[src/rtl/multi_sum_serializer_pkg.sv]
// Shared definitions for the multi-operand sum serializer.
//   state_t      : frame sequencer states
//   sum_w()      : result width that cannot overflow for n_ops operands of op_w bits
//   DEF_*        : default parameter values
package multi_sum_ser_pkg;

    typedef enum logic [1:0] {
        IDLE  = 2'd0,
        LOAD  = 2'd1,
        SHIFT = 2'd2,
        GAP   = 2'd3
    } state_t;

    localparam int DEF_N_OPS     = 3;
    localparam int DEF_OP_W      = 9;
    localparam int DEF_MSB_FIRST = 0;
    localparam int DEF_BIT_DIV   = 1;
    localparam int DEF_GAP_CYC   = 2;

    // Each doubling of the operand count needs one more carry bit.
    function automatic int sum_w(input int n_ops, input int op_w);
        return op_w + $clog2(n_ops);
    endfunction

endpackage

[src/rtl/multi_sum_serializer_bit_tick_gen.sv]
// Bit-period strobe generator.
//   clk  : clock
//   rst  : synchronous reset, active-high
//   clr  : restart the period so the next tick lands BIT_DIV cycles later
//   tick : high in the last cycle of every BIT_DIV-cycle period
module bit_tick_gen
    import multi_sum_ser_pkg::*;
#(
    parameter int BIT_DIV = DEF_BIT_DIV
) (
    input  logic clk,
    input  logic rst,
    input  logic clr,
    output logic tick
);

    if (BIT_DIV == 1) begin : g_div1
        // Every cycle is a full bit period; no counter needed.
        logic unused_in;
        assign unused_in = &{1'b0, clk, rst, clr};
        assign tick      = 1'b1;
    end else begin : g_divn
        localparam int CW = $clog2(BIT_DIV);
        localparam logic [CW-1:0] LAST = CW'(BIT_DIV - 1);

        logic [CW-1:0] cnt;

        always_ff @(posedge clk) begin
            if (rst || clr) begin
                cnt <= '0;
            end else if (cnt == LAST) begin
                cnt <= '0;
            end else begin
                cnt <= cnt + 1'b1;
            end
        end

        assign tick = (cnt == LAST);
    end

endmodule

[src/rtl/multi_sum_serializer.sv]
// Adds N_OPS packed unsigned operands without truncation and shifts the
// SUM_W-bit result out serially, framed by an active-low enable.
// A one-entry pending buffer accepts a request while a frame is in flight.
//   clk_i   : clock, rising edge
//   rst_i   : synchronous reset, active-high
//   start_i : request pulse, data_i sampled in the same cycle
//   data_i  : operands, op k = data_i[k*OP_W +: OP_W]
//   busy_o  : frame in flight or pending
//   full_o  : pending buffer occupied
//   drop_o  : one-cycle pulse after a request was discarded (buffer full)
//   ena_o   : frame enable, active-low, low for SUM_W*BIT_DIV cycles
//   data_o  : serial data, valid while ena_o=0, else 0
//   done_o  : one-cycle pulse in the cycle after the last bit period
module multi_sum_serializer
    import multi_sum_ser_pkg::*;
#(
    parameter int N_OPS     = DEF_N_OPS,
    parameter int OP_W      = DEF_OP_W,
    parameter int SUM_W     = sum_w(N_OPS, OP_W),
    parameter int MSB_FIRST = DEF_MSB_FIRST,
    parameter int BIT_DIV   = DEF_BIT_DIV,
    parameter int GAP_CYC   = DEF_GAP_CYC
) (
    input  logic                  clk_i,
    input  logic                  rst_i,
    input  logic                  start_i,
    input  logic [N_OPS*OP_W-1:0] data_i,
    output logic                  busy_o,
    output logic                  full_o,
    output logic                  drop_o,
    output logic                  ena_o,
    output logic                  data_o,
    output logic                  done_o
);

    localparam int BCW = $clog2(SUM_W + 1);
    localparam int GCW = $clog2(GAP_CYC + 1);
    localparam logic [BCW-1:0] BIT_LAST = BCW'(SUM_W - 1);
    // Without a pending frame the GAP state lasts GAP_CYC cycles. With one,
    // GAP is left a cycle early so that the LOAD cycle completes the
    // GAP_CYC-cycle high interval between back-to-back frames (GAP always
    // lasts at least one cycle, which carries done_o).
    localparam logic [GCW-1:0] GAP_END = GCW'(GAP_CYC - 1);
    localparam logic [GCW-1:0] GAP_REL = (GAP_CYC >= 2) ? GCW'(GAP_CYC - 2) : '0;

    // Zero-extend every operand to SUM_W and accumulate; no bits lost.
    function automatic logic [SUM_W-1:0] sum_ops(input logic [N_OPS*OP_W-1:0] ops);
        logic [SUM_W-1:0] acc;
        acc = '0;
        for (int k = 0; k < N_OPS; k++) begin
            acc = acc + SUM_W'(ops[k*OP_W +: OP_W]);
        end
        return acc;
    endfunction

    state_t           state, state_nxt;
    logic [SUM_W-1:0] sum_p0;
    logic [SUM_W-1:0] shreg;
    logic [SUM_W-1:0] pend;
    logic             full;
    logic             drop_r;
    logic [BCW-1:0]   bit_cnt;
    logic [GCW-1:0]   gap_cnt;
    logic             tick;
    logic             bit_last;
    logic             gap_last;
    logic             release_buf;
    logic             accept_idle;
    logic             accept_buf;
    logic             out_bit;

    assign sum_p0      = sum_ops(data_i);
    assign bit_last    = (bit_cnt == BIT_LAST);
    assign gap_last    = (gap_cnt >= (full ? GAP_REL : GAP_END));
    assign release_buf = (state == GAP) && gap_last && full;
    assign accept_idle = start_i && (state == IDLE);
    // A start coinciding with the buffer release refills the buffer.
    assign accept_buf  = start_i && (state != IDLE) && (!full || release_buf);
    assign out_bit     = (MSB_FIRST != 0) ? shreg[SUM_W-1] : shreg[0];

    bit_tick_gen #(
        .BIT_DIV (BIT_DIV)
    ) u_tick (
        .clk  (clk_i),
        .rst  (rst_i),
        .clr  (state == LOAD),
        .tick (tick)
    );

    always_ff @(posedge clk_i) begin
        if (rst_i) begin
            state <= IDLE;
        end else begin
            state <= state_nxt;
        end
    end

    always_comb begin
        state_nxt = state;
        ena_o     = 1'b1;
        data_o    = 1'b0;
        done_o    = 1'b0;
        case (state)
            IDLE: begin
                if (start_i) state_nxt = LOAD;
            end
            LOAD: begin
                state_nxt = SHIFT;
            end
            SHIFT: begin
                ena_o  = 1'b0;
                data_o = out_bit;
                if (tick && bit_last) state_nxt = GAP;
            end
            GAP: begin
                done_o = (gap_cnt == '0);
                if (gap_last) state_nxt = full ? LOAD : IDLE;
            end
            default: state_nxt = IDLE;
        endcase
    end

    // Stage 1: sum captured into the shifter or the pending buffer
    always_ff @(posedge clk_i) begin
        if (rst_i) begin
            shreg   <= '0;
            pend    <= '0;
            full    <= 1'b0;
            drop_r  <= 1'b0;
            bit_cnt <= '0;
            gap_cnt <= '0;
        end else begin
            drop_r <= start_i && (state != IDLE) && full && !release_buf;

            if (accept_buf) begin
                pend <= sum_p0;
                full <= 1'b1;
            end else if (release_buf) begin
                full <= 1'b0;
            end

            if (accept_idle) begin
                shreg <= sum_p0;
            end else if (release_buf) begin
                shreg <= pend;
            end else if (state == SHIFT && tick) begin
                shreg <= (MSB_FIRST != 0) ? {shreg[SUM_W-2:0], 1'b0}
                                          : {1'b0, shreg[SUM_W-1:1]};
            end

            if (state == LOAD) begin
                bit_cnt <= '0;
            end else if (state == SHIFT && tick) begin
                bit_cnt <= bit_cnt + 1'b1;
            end

            if (state == GAP && !gap_last) begin
                gap_cnt <= gap_cnt + 1'b1;
            end else begin
                gap_cnt <= '0;
            end
        end
    end

    assign busy_o = (state != IDLE) || full;
    assign full_o = full;
    assign drop_o = drop_r;

endmodule

[config.mk]
export PLATFORM = sky130hd
export DESIGN_NAME = multi_sum_serializer
export DESIGN_NICKNAME = d
export VERILOG_FILES = /design/src/rtl/multi_sum_serializer_pkg.sv /design/src/rtl/multi_sum_serializer_bit_tick_gen.sv /design/src/rtl/multi_sum_serializer.sv
export SDC_FILE = /design/constraint.sdc
export NUM_CORES = 1
export LEC_CHECK = 0
export CAP_MARGIN = 5
export CORE_MARGIN = 4
export CORE_UTILIZATION = 50
export DETAILED_ROUTE_END_ITERATION = 8
export PLACE_DENSITY = 0.76
export SETUP_SLACK_MARGIN = 0.02
export SLEW_MARGIN = 40
export SYNTH_ARGS = -nofsm -noshare
export SYNTH_HDL_FRONTEND = slang
export SYNTH_SLANG_ARGS = --single-unit
[constraint.sdc]
create_clock -name clk_i -period 3.7 [get_ports clk_i]
set_clock_uncertainty 0.15 [all_clocks]
set_input_delay 0.74 -clock clk_i [delete_from_list [all_inputs] [get_ports clk_i]]
set_output_delay 0.74 -clock clk_i [all_outputs]
set_load 0.01 [all_outputs]
# Word level (Yosys, flattened, before mapping)
# Cells that the tools add are included.
[word_totals]
output_inout_bits = 6
input_bits = 30
word_cells = 55
regBits = 32
[classes]
bitwise_logic = 1
order_cmp = 1
add_sub_neg = 4
mux = 14
eq_ne = 7
n_reduce_logical = 21
[ops]
columns = ["cell", "n"]
rows = [
  ["11-bit 2-to-1 mux", 3],
  ["10-bit by 9-bit adder with 11-bit output", 1],
  ["9-bit by 9-bit adder with 10-bit output", 1],
  ["1-bit logical AND", 8],
  ["2-bit case mux with 4 select lines", 1],
  ["1-bit 2-to-1 mux", 7],
  ["2-bit 2-to-1 mux", 3],
  ["2-bit inequality test (second input constant)", 3],
  ["4-bit by 1-bit adder with 4-bit output (second input constant)", 1],
  ["2-bit == test (second input constant)", 2],
  ["4-bit == test (second input constant)", 1],
  ["2-bit logical NOT", 2],
  ["2-bit nonzero test", 2],
  ["2-bit OR reduction", 2],
  ["1-bit logical NOT", 3],
  ["3-bit AND reduction", 1],
  ["3-bit nonzero test", 1],
  ["2-bit by 1-bit adder with 2-bit output (second input constant)", 1],
  ["2-bit by 1-bit == test with 1-bit output (second input constant)", 1],
  ["2-bit by 1-bit >= comparator with 1-bit output", 1],
  ["1-bit logical OR", 2],
  ["1-bit NOT", 1],
]

# Longest topological paths before layout
[logic_depth]
word_depth = 7
depth_mapped = 10
depth_no_buf = 10

# By module
# From an unflattened synthesis, not the netlist that was laid out.
[unflattened]
cells_unflattened = 237
hier_area_um2 = 2114.5
[by_module_without_submodules]
columns = ["module", "cells_each", "seq_area_each_um2", "area_each_um2", "n_inst"]
rows = [
  ["multi_sum_serializer", 235, 640.6, 2103.3, 1],
  ["bit_tick_gen", 2, 0.0, 11.3, 1],
]

# Least setup slack after synthesis
# Ideal clock, no wire load.
[synth_path]
path_type = "input port to flip-flop"
startpoint = "input data_i[1]"
endpoint = "register shreg[9]"
n_path_buf = 0
arrival_time_ps = 2753
cell_stages = 8
path_slack_ps = 681
setup_ps = 116
required_ps = 3434
cell_sequence = "fa_1 -> ha_1 -> fa_1 -> a21o_1 -> a221oi_2 -> o31ai_2 -> xor2_1 -> o211a_1"
[synth_between]
elab_chain_cells = 3
[synth_lines]
columns = ["element", "line", "source"]
rows = [
  ["start, declared", "multi_sum_serializer.sv:27", "input logic [N_OPS*OP_W-1:0] data_i,"],
  ["9-bit by 9-bit adder with 10-bit output", "multi_sum_serializer.sv:51", "acc = acc + SUM_W'(ops[k*OP_W +: OP_W]);"],
  ["10-bit by 9-bit adder with 11-bit output", "multi_sum_serializer.sv:51", ""],
  ["11-bit 2-to-1 mux", "multi_sum_serializer.sv:142", "if (accept_idle) begin"],
  ["end signal, assigned", "multi_sum_serializer.sv:143", "shreg <= sum_p0;"],
  ["end signal, assigned", "multi_sum_serializer.sv:145", "shreg <= pend;"],
  ["end signal, assigned", "multi_sum_serializer.sv:147", "shreg <= (MSB_FIRST != 0) ? {shreg[SUM_W-2:0], 1'b0}"],
  ["end, declared", "multi_sum_serializer.sv:58", "logic [SUM_W-1:0] shreg;"],
]
# Every way passes these cells.
# A chain may end at the register's enable or synchronous reset.

# Worst setup path in the final report
# Same ends and word-level chain as after synthesis.

==> results_dict.tcl <==
set metrics [dict create \
    outcome "finished clean" \
    overflow 0 \
    drtIter0Drc 124 \
    clk_path_buf_depth 2 \
    power_frac_clock 0.184 \
    hold_path_class "flop to flop" \
    hold_end "gap_cnt[0]$_SDFF_PP0_" \
    globalplace.congestion 0.816 \
    hold_viol 0 \
    cts_resized 0 \
    fmax_mhz 305 \
    drv_cap 0 \
    hold_start "gap_cnt[0]$_SDFF_PP0_" \
    cp_data_arrival_time_ns 3.30 \
    worstMarginPinSlew_ns 0.707 \
    seqPwrFrac 0.332 \
    place.detailed.hpwl_um 3230 \
    io_buffers 35 \
    synthArstFlopShare 0 \
    synth_top_area_frac 0.297 \
    required_ns 3.72 \
    synthMuxAreaShare 0.0232 \
    synthFlopType "dfxtp_1" \
    drive_above_1_share 0.0989 \
    design.die.area_um2 5430 \
    synth.distinct_cells 54 \
    r2r_end "pend[8]$_SDFFE_PP0P_" \
    syn_area_um2 2160 \
    cts.clk_slew.worst_paths_ns 0.07 \
    wl_per_cell_um 13.2 \
    grt_pass1_vias 1592 \
    synth_edf_count 0 \
    yosys_register_bits 32 \
    syn2layout_area_growth_pct 20.8 \
    drc 0 \
    setup_violations 0 \
    grt_first_pass_wirelength_um 7060 \
    synth_compound_area_frac 0.209 \
    cp_max_fo 3 \
    min_path_cells 1 \
    yosys-top-cells-area "dfxtp_1 (30%), fa_1 (9.3%), ha_1 (9.3%)" \
    fin_area_um2 2610 \
    yosys.area_share.simple 0.191 \
    switching_share 0.387 \
    slew_headroom 0.529 \
    routed_wl_um 4270 \
    nNetsFinal 328 \
    grt_usage 0.167 \
    cts.sinks 32 \
    comb_power_share 0.484 \
    power.switching_w 0.000574 \
    cp-start-kind "input port" \
    p_int_w 0.000909 \
    finalCritPeriodShare 0.885 \
    ir_worst_vdd_v 0.000211 \
    numCtsBuffers 5 \
    r2r_setup_slack_ns 1.49 \
    ctsHoldBuffers 0 \
    met1_length_um 2010 \
    avgSynthCellArea_um2 9.03 \
    synth_nets 295 \
    die_y_um 73.7 \
    worstRegToRegCells 8 \
    cts.htree.levels 2 \
    routed_via_density 5.45 \
    p_per_area_nw_per_um2 569 \
    clock-root-buffer "clkbuf_8" \
    top_layer_used "met4" \
    post-cts-setup-buffers 0 \
    rsz0062_at_grt "false" \
    grt_max_degree 19 \
    ys_seq_area_frac 0.297 \
    fp-row-count 23 \
    postRouteAntennaNets 0 \
    synth_largest_area_cell "dfxtp_1" \
    synthAdderAreaFrac 0.186 \
    path_class "input port to flop" \
    num_vias 1760 \
    setup_tns_ns 0 \
    rr_startpoint "full_o$_SDFFE_PP0P_" \
    insertion_delay_ns 0.28 \
    grt_antenna_before_repair 0 \
    period_needed_ns 3.27 \
    synth_top_family_by_area "compound AO/OA/AOI/OAI gates" \
    ioPinCount 36 \
    wl_met3_um 270 \
    yosysWarningCount 0 \
    n_antenna_cell 0 \
    hold_slack_ns 0.271 \
    route.met2.wl_um 1960 \
    slew_viol_final 0 \
    drt-pass1-iter-count 5 \
    fp.dieW_um 73.7 \
    p_leak_nw 0.999 \
    cts_tree "yes" \
    core_um2 4090 \
    initial_core_util 0.528 \
    cp-end-kind "flop" \
    synth_xor_area_frac 0.0325 \
    fillers 383 \
    synthCells 239 \
    placed_area_um2 2520 \
]
area by class of cell:
cell class	count	area, um^2	share of cell area
clock buffer	8	90.1	0.0346
timing repair buffer	37	365	0.140
multi-input combinational	179	1380	0.531
inverter	17	63.8	0.0245
tap	50	62.6	0.0240
sequential	32	641	0.246
registers in the layout, summed over array words and instances (netlist names):
| signal | flops |
|---|---|
| bit_cnt | 4 |
| drop_o | 1 |
| full_o | 1 |
| gap_cnt | 2 |
| pend | 11 |
| shreg | 11 |
| state | 2 |
cell usage after synthesis (all sizes together), types with 4 or more instances:
| library cell | number |
|---|---|
| nand3 | 11 |
| nor2 | 11 |
| nor3 | 8 |
| buf | 6 |
| a21oi | 21 |
| nand4 | 5 |
| mux2i | 5 |
| inv | 17 |
| fa | 10 |
| clkbuf | 5 |
| o21ai | 4 |
| ha | 16 |
| nand2 | 31 |
| o311ai | 4 |
| a21o | 7 |
| dfxtp | 32 |
| xnor2 | 5 |
routing by layer:
| metal | global-route usage | vias to the layer above |
|---|---|---|
| li1 | - | 912 |
| met5 | 0 | - |
| met4 | 0.0604 | 0 |
| met3 | 0.0383 | 2 |
| met2 | 0.267 | 55 |
| met1 | 0.220 | 791 |
cells in the final DEF, fill, tap and decap left out, drive strengths merged, types with 3 or more instances in the layout:
cell type,count
a211oi,3
a21o,7
a21oi,21
and2,3
clkbuf,8
clkdlybuf4s50,35
dfxtp,32
fa,10
ha,16
inv,17
mux2i,5
nand2,31
nand3,11
nand4,5
nor2,11
nor3,8
o211ai,3
o21ai,4
o311ai,4
o31ai,3
xnor2,5
xor2,3
how the worst max path moves through the flow:
stage	start	endpoint	slack [ns]	depth (start not counted)
finish	data_i[1]	shreg[9]$_SDFFE_PP0P_	0.43	9
global route	data_i[1]	shreg[9]$_SDFFE_PP0P_	0.32	9
CTS	data_i[1]	shreg[9]$_SDFFE_PP0P_	0.43	9
detailed placement	data_i[1]	shreg[9]$_SDFFE_PP0P_	0.13	9
global placement	data_i[1]	shreg[9]$_SDFFE_PP0P_	0.15	9
floorplan	data_i[1]	shreg[9]$_SDFFE_PP0P_	0.68	8
metrics by stage:
stage | utilization | power [W] | worst slack, ns | cells
2_1_floorplan | - | 0.00104 | 0.681 | 239
4_1_cts | 0.638 | 0.00149 | 0.426 | 323
3_5_place_dp | 0.616 | 0.00122 | 0.129 | 315
6_report | 0.638 | 0.00148 | 0.426 | 323
5_1_grt | 0.638 | 0.00161 | 0.320 | 323
3_3_place_gp | 0.616 | 0.00120 | 0.153 | 315
power by group through the flow:
| stage | clock (W) | combinational (W) | sequential (W) |
|---|---|---|---|
| after CTS | 0.000280 | 0.000721 | 0.000493 |
| final | 0.000273 | 0.000717 | 0.000493 |
| after global placement | 0 | 0.000707 | 0.000497 |
| after global routing | 0.000297 | 0.000807 | 0.000504 |
| after detailed placement | 0 | 0.000720 | 0.000499 |
| after floorplan | 0 | 0.000555 | 0.000486 |
worst max-delay path, cell delays in order:
cell,delay [ns]
clkdlybuf4s50_1,0.43
fa_1,0.48
ha_1,0.24
fa_1,0.41
a21o_1,0.20
a221oi_2,0.32
o31ai_2,0.12
xor2_1,0.15
o211a_1,0.21
cells by family (layout without fill, tap and decap cells):
| group | Yosys count | in the layout |
|---|---|---|
| compound gates | 59 | 59 |
| mux | 5 | 5 |
| buf+inv | 28 | 62 |
| fa+ha+maj | 26 | 26 |
| xor+xnor | 8 | 8 |
| flops | 32 | 32 |
| simple gates | 81 | 81 |
Power figures use the tool's default switching activity.
